<file path="src/rtl/regfile_pkg.sv">
// rtl/regfile_pkg.sv - shared defaults, register names and index helper for regfile_sb
package regfile_pkg;

   localparam int DEF_DATA_WIDTH = 32;
   localparam int DEF_NUM_REGS   = 16;

   localparam int REG_R0  = 0;
   localparam int REG_LO  = 12;
   localparam int REG_HI  = 13;
   localparam int REG_R15 = 15;

   function automatic logic idx_in_range(input int unsigned idx, input int unsigned num_regs);
      return idx < num_regs;
   endfunction

endpackage

</file>
<file path="src/rtl/regfile_sb_if.sv">
// rtl/regfile_sb_if.sv - write, read, reservation and flush signals of the register file
interface regfile_sb_if
   import regfile_pkg::*;
#(
   parameter int DATA_WIDTH = DEF_DATA_WIDTH,
   parameter int NUM_REGS   = DEF_NUM_REGS,
   parameter int ADDR_WIDTH = $clog2(NUM_REGS)
);
   logic                  wr_en;
   logic [ADDR_WIDTH-1:0] wr_addr;
   logic [DATA_WIDTH-1:0] wr_data;
   logic [ADDR_WIDTH-1:0] rd_addr_a;
   logic [DATA_WIDTH-1:0] rd_data_a;
   logic                  rd_ready_a;
   logic [ADDR_WIDTH-1:0] rd_addr_b;
   logic [DATA_WIDTH-1:0] rd_data_b;
   logic                  rd_ready_b;
   logic                  ba_out;
   logic                  rsv_en;
   logic [ADDR_WIDTH-1:0] rsv_addr;
   logic                  rsv_grant;
   logic                  flush;
   logic [NUM_REGS-1:0]   busy_mask;

   modport master (
      output wr_en, wr_addr, wr_data, rd_addr_a, rd_addr_b, ba_out, rsv_en, rsv_addr, flush,
      input  rd_data_a, rd_ready_a, rd_data_b, rd_ready_b, rsv_grant, busy_mask
   );

   modport slave (
      input  wr_en, wr_addr, wr_data, rd_addr_a, rd_addr_b, ba_out, rsv_en, rsv_addr, flush,
      output rd_data_a, rd_ready_a, rd_data_b, rd_ready_b, rsv_grant, busy_mask
   );

endinterface

</file>
<file path="src/rtl/regfile_scoreboard.sv">
// rtl/regfile_scoreboard.sv - per-register busy bits with reserve, writeback release and flush
module regfile_scoreboard
   import regfile_pkg::*;
#(
   parameter int NUM_REGS   = DEF_NUM_REGS,
   parameter int ADDR_WIDTH = $clog2(NUM_REGS)
) (
   input  logic                  clock,
   input  logic                  clear_n,
   input  logic                  wr_en,
   input  logic [ADDR_WIDTH-1:0] wr_addr,
   input  logic                  rsv_en,
   input  logic [ADDR_WIDTH-1:0] rsv_addr,
   input  logic                  flush,
   output logic                  rsv_grant,
   output logic [NUM_REGS-1:0]   busy_mask
);
   logic [NUM_REGS-1:0] busy_q;
   logic [NUM_REGS-1:0] busy_d;
   logic                wr_hit;
   logic                rsv_hit;

   always_comb begin
      wr_hit  = wr_en && idx_in_range(32'(wr_addr), NUM_REGS);
      rsv_hit = rsv_en && !flush && idx_in_range(32'(rsv_addr), NUM_REGS) && !busy_q[rsv_addr];
      busy_d  = busy_q;
      if (flush) begin
         busy_d = '0;
      end else begin
         if (wr_hit)
            busy_d[wr_addr] = 1'b0;
         // set after release so a same-edge reserve of the written register stays busy
         if (rsv_hit)
            busy_d[rsv_addr] = 1'b1;
      end
   end

   always_ff @(posedge clock or negedge clear_n) begin
      if (!clear_n)
         busy_q <= '0;
      else
         busy_q <= busy_d;
   end

   assign rsv_grant = rsv_hit;
   assign busy_mask = busy_q;

endmodule

</file>
<file path="src/rtl/regfile_sb.sv">
// rtl/regfile_sb.sv - 1W2R register file with write bypass, R0 base-address gating and scoreboard
module regfile_sb
   import regfile_pkg::*;
#(
   parameter int DATA_WIDTH = DEF_DATA_WIDTH,
   parameter int NUM_REGS   = DEF_NUM_REGS,
   parameter int ADDR_WIDTH = $clog2(NUM_REGS),
   parameter bit BYPASS     = 1'b1,
   parameter bit R0_GATED   = 1'b1
) (
   input logic         clock,
   input logic         clear_n,
   regfile_sb_if.slave bus
);
   logic [DATA_WIDTH-1:0] regs_q [NUM_REGS];
   logic [NUM_REGS-1:0]   busy_mask;
   logic                  wr_valid;

   // clear_n term keeps a held write from leaking through the bypass while in reset
   assign wr_valid = bus.wr_en && clear_n && idx_in_range(32'(bus.wr_addr), NUM_REGS);

   regfile_scoreboard #(
      .NUM_REGS   (NUM_REGS),
      .ADDR_WIDTH (ADDR_WIDTH)
   ) u_scoreboard (
      .clock     (clock),
      .clear_n   (clear_n),
      .wr_en     (bus.wr_en),
      .wr_addr   (bus.wr_addr),
      .rsv_en    (bus.rsv_en),
      .rsv_addr  (bus.rsv_addr),
      .flush     (bus.flush),
      .rsv_grant (bus.rsv_grant),
      .busy_mask (busy_mask)
   );

   always_ff @(posedge clock or negedge clear_n) begin
      if (!clear_n) begin
         for (int i = 0; i < NUM_REGS; i++)
            regs_q[i] <= '0;
      end else if (wr_valid) begin
         regs_q[bus.wr_addr] <= bus.wr_data;
      end
   end

   function automatic logic [DATA_WIDTH-1:0] port_data(input logic [ADDR_WIDTH-1:0] a);
      logic [DATA_WIDTH-1:0] d;
      d = '0;
      if (idx_in_range(32'(a), NUM_REGS))
         d = regs_q[a];
      if (BYPASS && wr_valid && bus.wr_addr == a)
         d = bus.wr_data;
      return d;
   endfunction

   function automatic logic port_ready(input logic [ADDR_WIDTH-1:0] a);
      logic r;
      r = 1'b1;
      if (idx_in_range(32'(a), NUM_REGS))
         r = !busy_mask[a];
      if (BYPASS && wr_valid && bus.wr_addr == a)
         r = 1'b1;
      return r;
   endfunction

   assign bus.rd_data_a  = (R0_GATED && bus.ba_out && bus.rd_addr_a == ADDR_WIDTH'(REG_R0))
                         ? '0 : port_data(bus.rd_addr_a);
   assign bus.rd_data_b  = port_data(bus.rd_addr_b);
   assign bus.rd_ready_a = port_ready(bus.rd_addr_a);
   assign bus.rd_ready_b = port_ready(bus.rd_addr_b);
   assign bus.busy_mask  = busy_mask;

endmodule

</file>
<file path="src/flat_wrapper.sv">
// flat-port wrapper written by rule: the top's interface ports become plain ports
module regfile_sb_flat import regfile_pkg::*;
#(
   parameter int DATA_WIDTH = DEF_DATA_WIDTH,
   parameter int NUM_REGS   = DEF_NUM_REGS,
   parameter int ADDR_WIDTH = $clog2(NUM_REGS),
   parameter bit BYPASS     = 1'b1,
   parameter bit R0_GATED   = 1'b1
)
  (clock, clear_n, bus_wr_en, bus_wr_addr, bus_wr_data, bus_rd_addr_a, bus_rd_addr_b, bus_ba_out, bus_rsv_en, bus_rsv_addr, bus_flush, bus_rd_data_a, bus_rd_ready_a, bus_rd_data_b, bus_rd_ready_b, bus_rsv_grant, bus_busy_mask);
  regfile_sb_if #(.DATA_WIDTH(DATA_WIDTH), .NUM_REGS(NUM_REGS), .ADDR_WIDTH(ADDR_WIDTH)) bus_i ();
  input logic clock;
  input logic clear_n;
  input wire logic [$bits(bus_i.wr_en)-1:0] bus_wr_en;
  input wire logic [$bits(bus_i.wr_addr)-1:0] bus_wr_addr;
  input wire logic [$bits(bus_i.wr_data)-1:0] bus_wr_data;
  input wire logic [$bits(bus_i.rd_addr_a)-1:0] bus_rd_addr_a;
  input wire logic [$bits(bus_i.rd_addr_b)-1:0] bus_rd_addr_b;
  input wire logic [$bits(bus_i.ba_out)-1:0] bus_ba_out;
  input wire logic [$bits(bus_i.rsv_en)-1:0] bus_rsv_en;
  input wire logic [$bits(bus_i.rsv_addr)-1:0] bus_rsv_addr;
  input wire logic [$bits(bus_i.flush)-1:0] bus_flush;
  output wire logic [$bits(bus_i.rd_data_a)-1:0] bus_rd_data_a;
  output wire logic [$bits(bus_i.rd_ready_a)-1:0] bus_rd_ready_a;
  output wire logic [$bits(bus_i.rd_data_b)-1:0] bus_rd_data_b;
  output wire logic [$bits(bus_i.rd_ready_b)-1:0] bus_rd_ready_b;
  output wire logic [$bits(bus_i.rsv_grant)-1:0] bus_rsv_grant;
  output wire logic [$bits(bus_i.busy_mask)-1:0] bus_busy_mask;
  assign bus_i.wr_en = bus_wr_en;
  assign bus_i.wr_addr = bus_wr_addr;
  assign bus_i.wr_data = bus_wr_data;
  assign bus_i.rd_addr_a = bus_rd_addr_a;
  assign bus_i.rd_addr_b = bus_rd_addr_b;
  assign bus_i.ba_out = bus_ba_out;
  assign bus_i.rsv_en = bus_rsv_en;
  assign bus_i.rsv_addr = bus_rsv_addr;
  assign bus_i.flush = bus_flush;
  assign bus_rd_data_a = bus_i.rd_data_a;
  assign bus_rd_ready_a = bus_i.rd_ready_a;
  assign bus_rd_data_b = bus_i.rd_data_b;
  assign bus_rd_ready_b = bus_i.rd_ready_b;
  assign bus_rsv_grant = bus_i.rsv_grant;
  assign bus_busy_mask = bus_i.busy_mask;
  regfile_sb #(.DATA_WIDTH(DATA_WIDTH), .NUM_REGS(NUM_REGS), .ADDR_WIDTH(ADDR_WIDTH), .BYPASS(BYPASS), .R0_GATED(R0_GATED)) u_core (.clock(clock), .clear_n(clear_n), .bus(bus_i));
endmodule
</file>
<file path="config.mk">
export PLATFORM = sky130hd
export DESIGN_NAME = regfile_sb_flat
export DESIGN_NICKNAME = d
export VERILOG_FILES = /design/src/rtl/regfile_pkg.sv /design/src/rtl/regfile_sb_if.sv /design/src/rtl/regfile_scoreboard.sv /design/src/rtl/regfile_sb.sv /design/src/flat_wrapper.sv
export SDC_FILE = /design/constraint.sdc
export NUM_CORES = 1
export LEC_CHECK = 0
export BUFFER_PORTS_ARGS = -buffer_cell sky130_fd_sc_hd__buf_2
export CORE_UTILIZATION = 52
export CTS_CLUSTER_SIZE = 20
export DETAILED_ROUTE_END_ITERATION = 7
export PLACE_DENSITY = 0.69
export SLEW_MARGIN = 20
export SYNTH_ARGS = -nofsm -noshare
export SYNTH_HDL_FRONTEND = slang
export SYNTH_SLANG_ARGS = --single-unit
</file>
<file path="constraint.sdc">
create_clock -name clock -period 2.5 [get_ports clock]
set_clock_uncertainty 0.2 [all_clocks]
set_input_delay 0.125 -clock clock [delete_from_list [all_inputs] [get_ports clock]]
set_output_delay 0.125 -clock clock [all_outputs]
set_load 0.01 [all_outputs]
</file>
* Yosys cells after proc, flatten, opt, wreduce, memory -nomap -nowiden *
Cells that the tools add are included.

storage, ports and cells
  bits in registers = 528
  latch bits = 0
  memory bits (writable) = 0
  bits in read-only memories = 0
  input port bits = 54
  output and inout port bits = 83
  memories = 0

cells by class
  $add $sub $neg = 0
  $mul = 0
  divide/modulo/power cells = 0
  magnitude comparators = 10
  equality and inequality tests = 2
  shift operators = 0
  mux-type cells = 28
  bitwise gates (word level) = 6
  reductions and logical operators = 14

operators by type and width
  kind                                                                          count
  512-bit bitwise mux                                                           1
  32-bit binary-select mux with 4-bit select                                    2
  32-bit two-way mux                                                            8
  32-bit demux with 4-bit select                                                1
  16-bit two-way mux                                                            4
  4-bit by 5-bit less-than comparator with 1-bit output, second input constant  4
  16-bit bitwise AND                                                            1
  16-bit inverter                                                               1
  16-bit bitwise OR                                                             1
  5-bit >= comparator, second input constant                                    3
  4-bit inverter with 5-bit output                                              3
  1-bit binary-select mux with 4-bit select                                     3
  1-bit logical AND                                                             9
  1-bit demux with 4-bit select                                                 2
  4-bit == test                                                                 2
  4-bit by 1-bit >= comparator with 1-bit output, second input constant         2
  1-bit two-way mux                                                             7
  5-bit by 1-bit less-than comparator with 1-bit output, second input constant  1
  1-bit logical NOT                                                             4
  4-bit logical NOT                                                             1

* Longest topological paths before layout *
  depth in word-level cells = 11
  mapped depth = 7

* Cells and area by module *
Synthesis repeated with hierarchy kept, for this count alone.

second synthesis, totals
  cells, all modules = 1882
  area, all modules = 28647.5 sq um

by module, submodules not included
  module              instances  cells an instance  area an instance (sq um)  sequential area each (sq um)
  regfile_sb          1          1786               27722.8                   12812.3
  regfile_scoreboard  1          96                 924.6                     400.4

* Least setup slack after synthesis *
No wires, ideal clock.

  kind = register to output
  from = register u_core.u_scoreboard.busy_q[15], in the netlist u_core.u_scoreboard.busy_mask[15]
  to = output bus_rsv_grant
  arrival = 1.685 ns
  slack = 0.490 ns
  stages on the path, launching flop included = 4
  path buffers = 0
  cells stage by stage = dfrtp_1 -> mux4_2 -> mux4_2 -> nor3b_1

on the way
  cells in the longest elaborated chain, start to end = 4

RTL lines
  item                                       line                      source
  from (decl)                                regfile_scoreboard.sv:18  logic [NUM_REGS-1:0] busy_q;
  from (signal assigned)                     regfile_scoreboard.sv:42  busy_q <= busy_d;
  1-bit binary-select mux with 4-bit select  regfile_scoreboard.sv:25  rsv_hit = rsv_en && !flush && idx_in_range(32'(rsv_addr), NUM_REGS) && !busy_q[rsv_addr];
  1-bit two-way mux (implied by the code)    regfile_scoreboard.sv:25
  1-bit logical NOT                          regfile_scoreboard.sv:25
  1-bit logical AND                          regfile_scoreboard.sv:25
  to (decl)                                  flat_wrapper.sv:27        output wire logic [$bits(bus_i.rsv_grant)-1:0] bus_rsv_grant;

No other way between the ends. The select of a mux whose other input is x is not followed.

* Worst setup path in the final report *
Ends and elaborated chain as after synthesis.

==> results.ini <==
[placed_design]
numPlacedInstances=2599
dp_hpwl_um=46900
port_buffers=136
placed_area_um2=30600
gp_congestion=0.825

[timing]
fin_crit_sh=1.09
fin_tns_setup_ps=-758
relSlewSlack=0.165
period_minus_slack_ps=2720
hold_ws_ps=-5.65
rsz0062_at_grt=yes
hold_viol=2
maxSlewViolCount=0
setup_violations=16
clock.fmax_mhz=368
tightest_slew_ps=1250
setup_ws_ps=-220

[clocking]
worst_skew_pair.late_latency_ps=610
cts_buffer_depth=3
ctsHtreeMaxLevel=2
path_clk_slew_ps=50
tritoncts=built
root_buffer=clkbuf_16
cts_sinks=528
cts_made_buffers=57

[worst_hold_path]
hold_class=in -> reg
holdPathStages=4
whs_endpoint=u_core.u_scoreboard.busy_mask[14]
hold_start=bus_rsv_addr[0]

[synthesis]
ys_top_cells_by_count=528 x dfrtp_1, 429 x mux2_2, 272 x mux4_2, 126 x a22oi_1, 115 x mux2_1
yosys-top-cells-area=dfrtp_1 46%, mux4_2 21%, mux2_2 17%, mux2_1 4.5%, a22oi_1 3.3%
ys_seq_area_frac=0.463
syn_nets=1914
synthArstFlopShare=1.00
syn_avg_cell_area_um2=15.3
yosysWarningCount=0
yosysMostFrequentCell=dfrtp_1
yosys.area.top_type=dfrtp_1
ys_ff_latch=528
syn_inst=1860
synth_area_um2=28500
dominantRegCellSynth=dfrtp_1
synth_top_area_share=0.463
synth_edf_count=0
synthDistinctLibCells=40

[status]
violations=hold timing, setup timing
status=finished with violations

[grt]
grt_start_max_net_pins=172
globalRouteTotalUtil=0.302
grt_pass1_vias=19736
antenna_found_initial=3
grt_remaining_overflow=0
grt_pass1_wl_um=126000

[worst_setup_path]
cp-end-kind=output pin
crit_start=u_core.u_scoreboard.busy_mask[15]
worstReg2RegStart=u_core.u_scoreboard.busy_mask[4]
worstSetupPathType=reg -> out
reg2reg_slack_ps=120
start_kind=register
rr_endpoint=u_core.u_scoreboard.busy_mask[4]
worst-r2r-cell-count=4
cp_max_fo=5
cp.required_ps=2170
cp_data_arrival_time_ps=2400

[route]
vias=18920
drt-total-wl_um=83000
ant_nets=0
drt_drc_violations_left=0
drtIter0Drc=1568
drtPass1Iterations=5
via_per_inst=6.80
wl_per_cell_um=29.8

[flow_run]
max_cap_violations=0

[pwr]
swShare=0.270
p_int_mw=19.2
pwr_density_cell_nw_per_um2=770
seqPwrFrac=0.431
pwr-share-clk=0.337
combinationalPowerShare=0.232
ir_drop_mv=0.507
leakagePower_nw=14.8
power_switching_mw=7.11

[die]
start_util=0.528
dieArea_um2=55800
die_x_um=236
io_pins=137
coreArea_um2=54000
rows=85
die_h_um=236

[layout]
num-nets-final=2097
fill_cells=3918
drive_gt1_frac=0.571
syn_to_final_growth_pct=19.9
final-instance-count-excl-fill=2784
final_area_um2=34200

-- registers in the layout, indices dropped and copies added (netlist names) --
register                       flops
u_core.u_scoreboard.busy_mask     16
u_core.regs_q                    512
-- kinds of logic after synthesis --
logic type,Yosys count,share of synthesized area
mux,816,0.430
buf+inv,193,0.0333
flops,528,0.463
xor+xnor,8,0.00246
simple gates,128,0.0207
compound gates,187,0.0507
-- routing by layer --
layer  global-route usage  up-vias  part of all wire
li1                     -     7681                 -
met1                0.423    10230              0.41
met2                0.473      836              0.48
met3               0.0648      173             0.078
met4                0.103        0             0.031
met5                    0        -                 0
-- per-stage QoR --
stage	worst slack, ps	power, mW	utilization
finish	-220	26.3	0.633
detailed placement	101	16.9	0.566
global route	-296	27.4	0.633
CTS	-227	26.2	0.624
global placement	97.9	16.6	0.566
floorplan	490	15.1	-
-- area by class of cell --
type,count,area (um^2),area share
diodes,2,5.00,0.000146
clock buffers,84,1680,0.0491
clock inverters,18,279,0.00816
inverters,2,7.51,0.000220
multi-input cells,1141,15200,0.444
flip-flops and latches,528,13200,0.387
well taps,696,871,0.0255
repair buffers,313,2960,0.0866
-- worst max-delay path: stages, from the launching register on --
cell	delay (ps)
dfrtp_2	440
mux4_2	500
mux4_2	500
nor3b_2	200
buf_2	160
-- worst max-delay path by stage --
| stage | endpoint | depth (start not counted) |
|---|---|---|
| finish | bus_rsv_grant | 4 |
| CTS | bus_rd_data_b[30] | 4 |
| global placement | bus_rd_data_b[18] | 8 |
| detailed placement | bus_rd_data_b[18] | 8 |
| global route | bus_rsv_grant | 4 |
| floorplan | bus_rsv_grant | 3 |
-- power by group through the flow --
| stage | logic (mW) | registers, mW | clock network [mW] |
|---|---|---|---|
| 6_report | 6.11 | 11.4 | 8.87 |
| 5_1_grt | 6.51 | 11.6 | 9.33 |
| 4_1_cts | 5.87 | 11.3 | 8.99 |
| 3_5_place_dp | 5.42 | 11.5 | 0 |
| 3_3_place_gp | 5.30 | 11.3 | 0 |
| 2_1_floorplan | 4.04 | 11.0 | 0 |
-- cells in the final DEF (no fill, tap or decap), drive strengths merged, types with 2 or more instances in the layout --
cell         count
mux4           272
mux2           544
nor3b            3
nand3            4
o41ai            2
nand4            2
dfrtp          528
clkinv          11
o311ai           4
dlygate4sd3     57
clkbuf          84
nand3b           4
diode            2
or3b             3
o31ai            6
o211ai           9
nor2b            6
and3             2
a22oi          126
bufinv           7
buf            255
nor2            19
nand2           72
and2             2
xor2             6
a22o            32
nor3             4
o21ai            4
a32o             3
nand2b           6
or2              2
xnor2            2
-- repair_timing --
action | 4_1_cts | 5_1_grt
hold buffers | 57 | 3
gates cloned | 1 | 1
pin swaps | 68 | 45
resized for setup | 101 | 82
setup buffers | 14 | 6
setup endpoints to repair | 44 | 461
hold endpoints to repair | 661 | 12
Power figures use the tool's default switching activity.
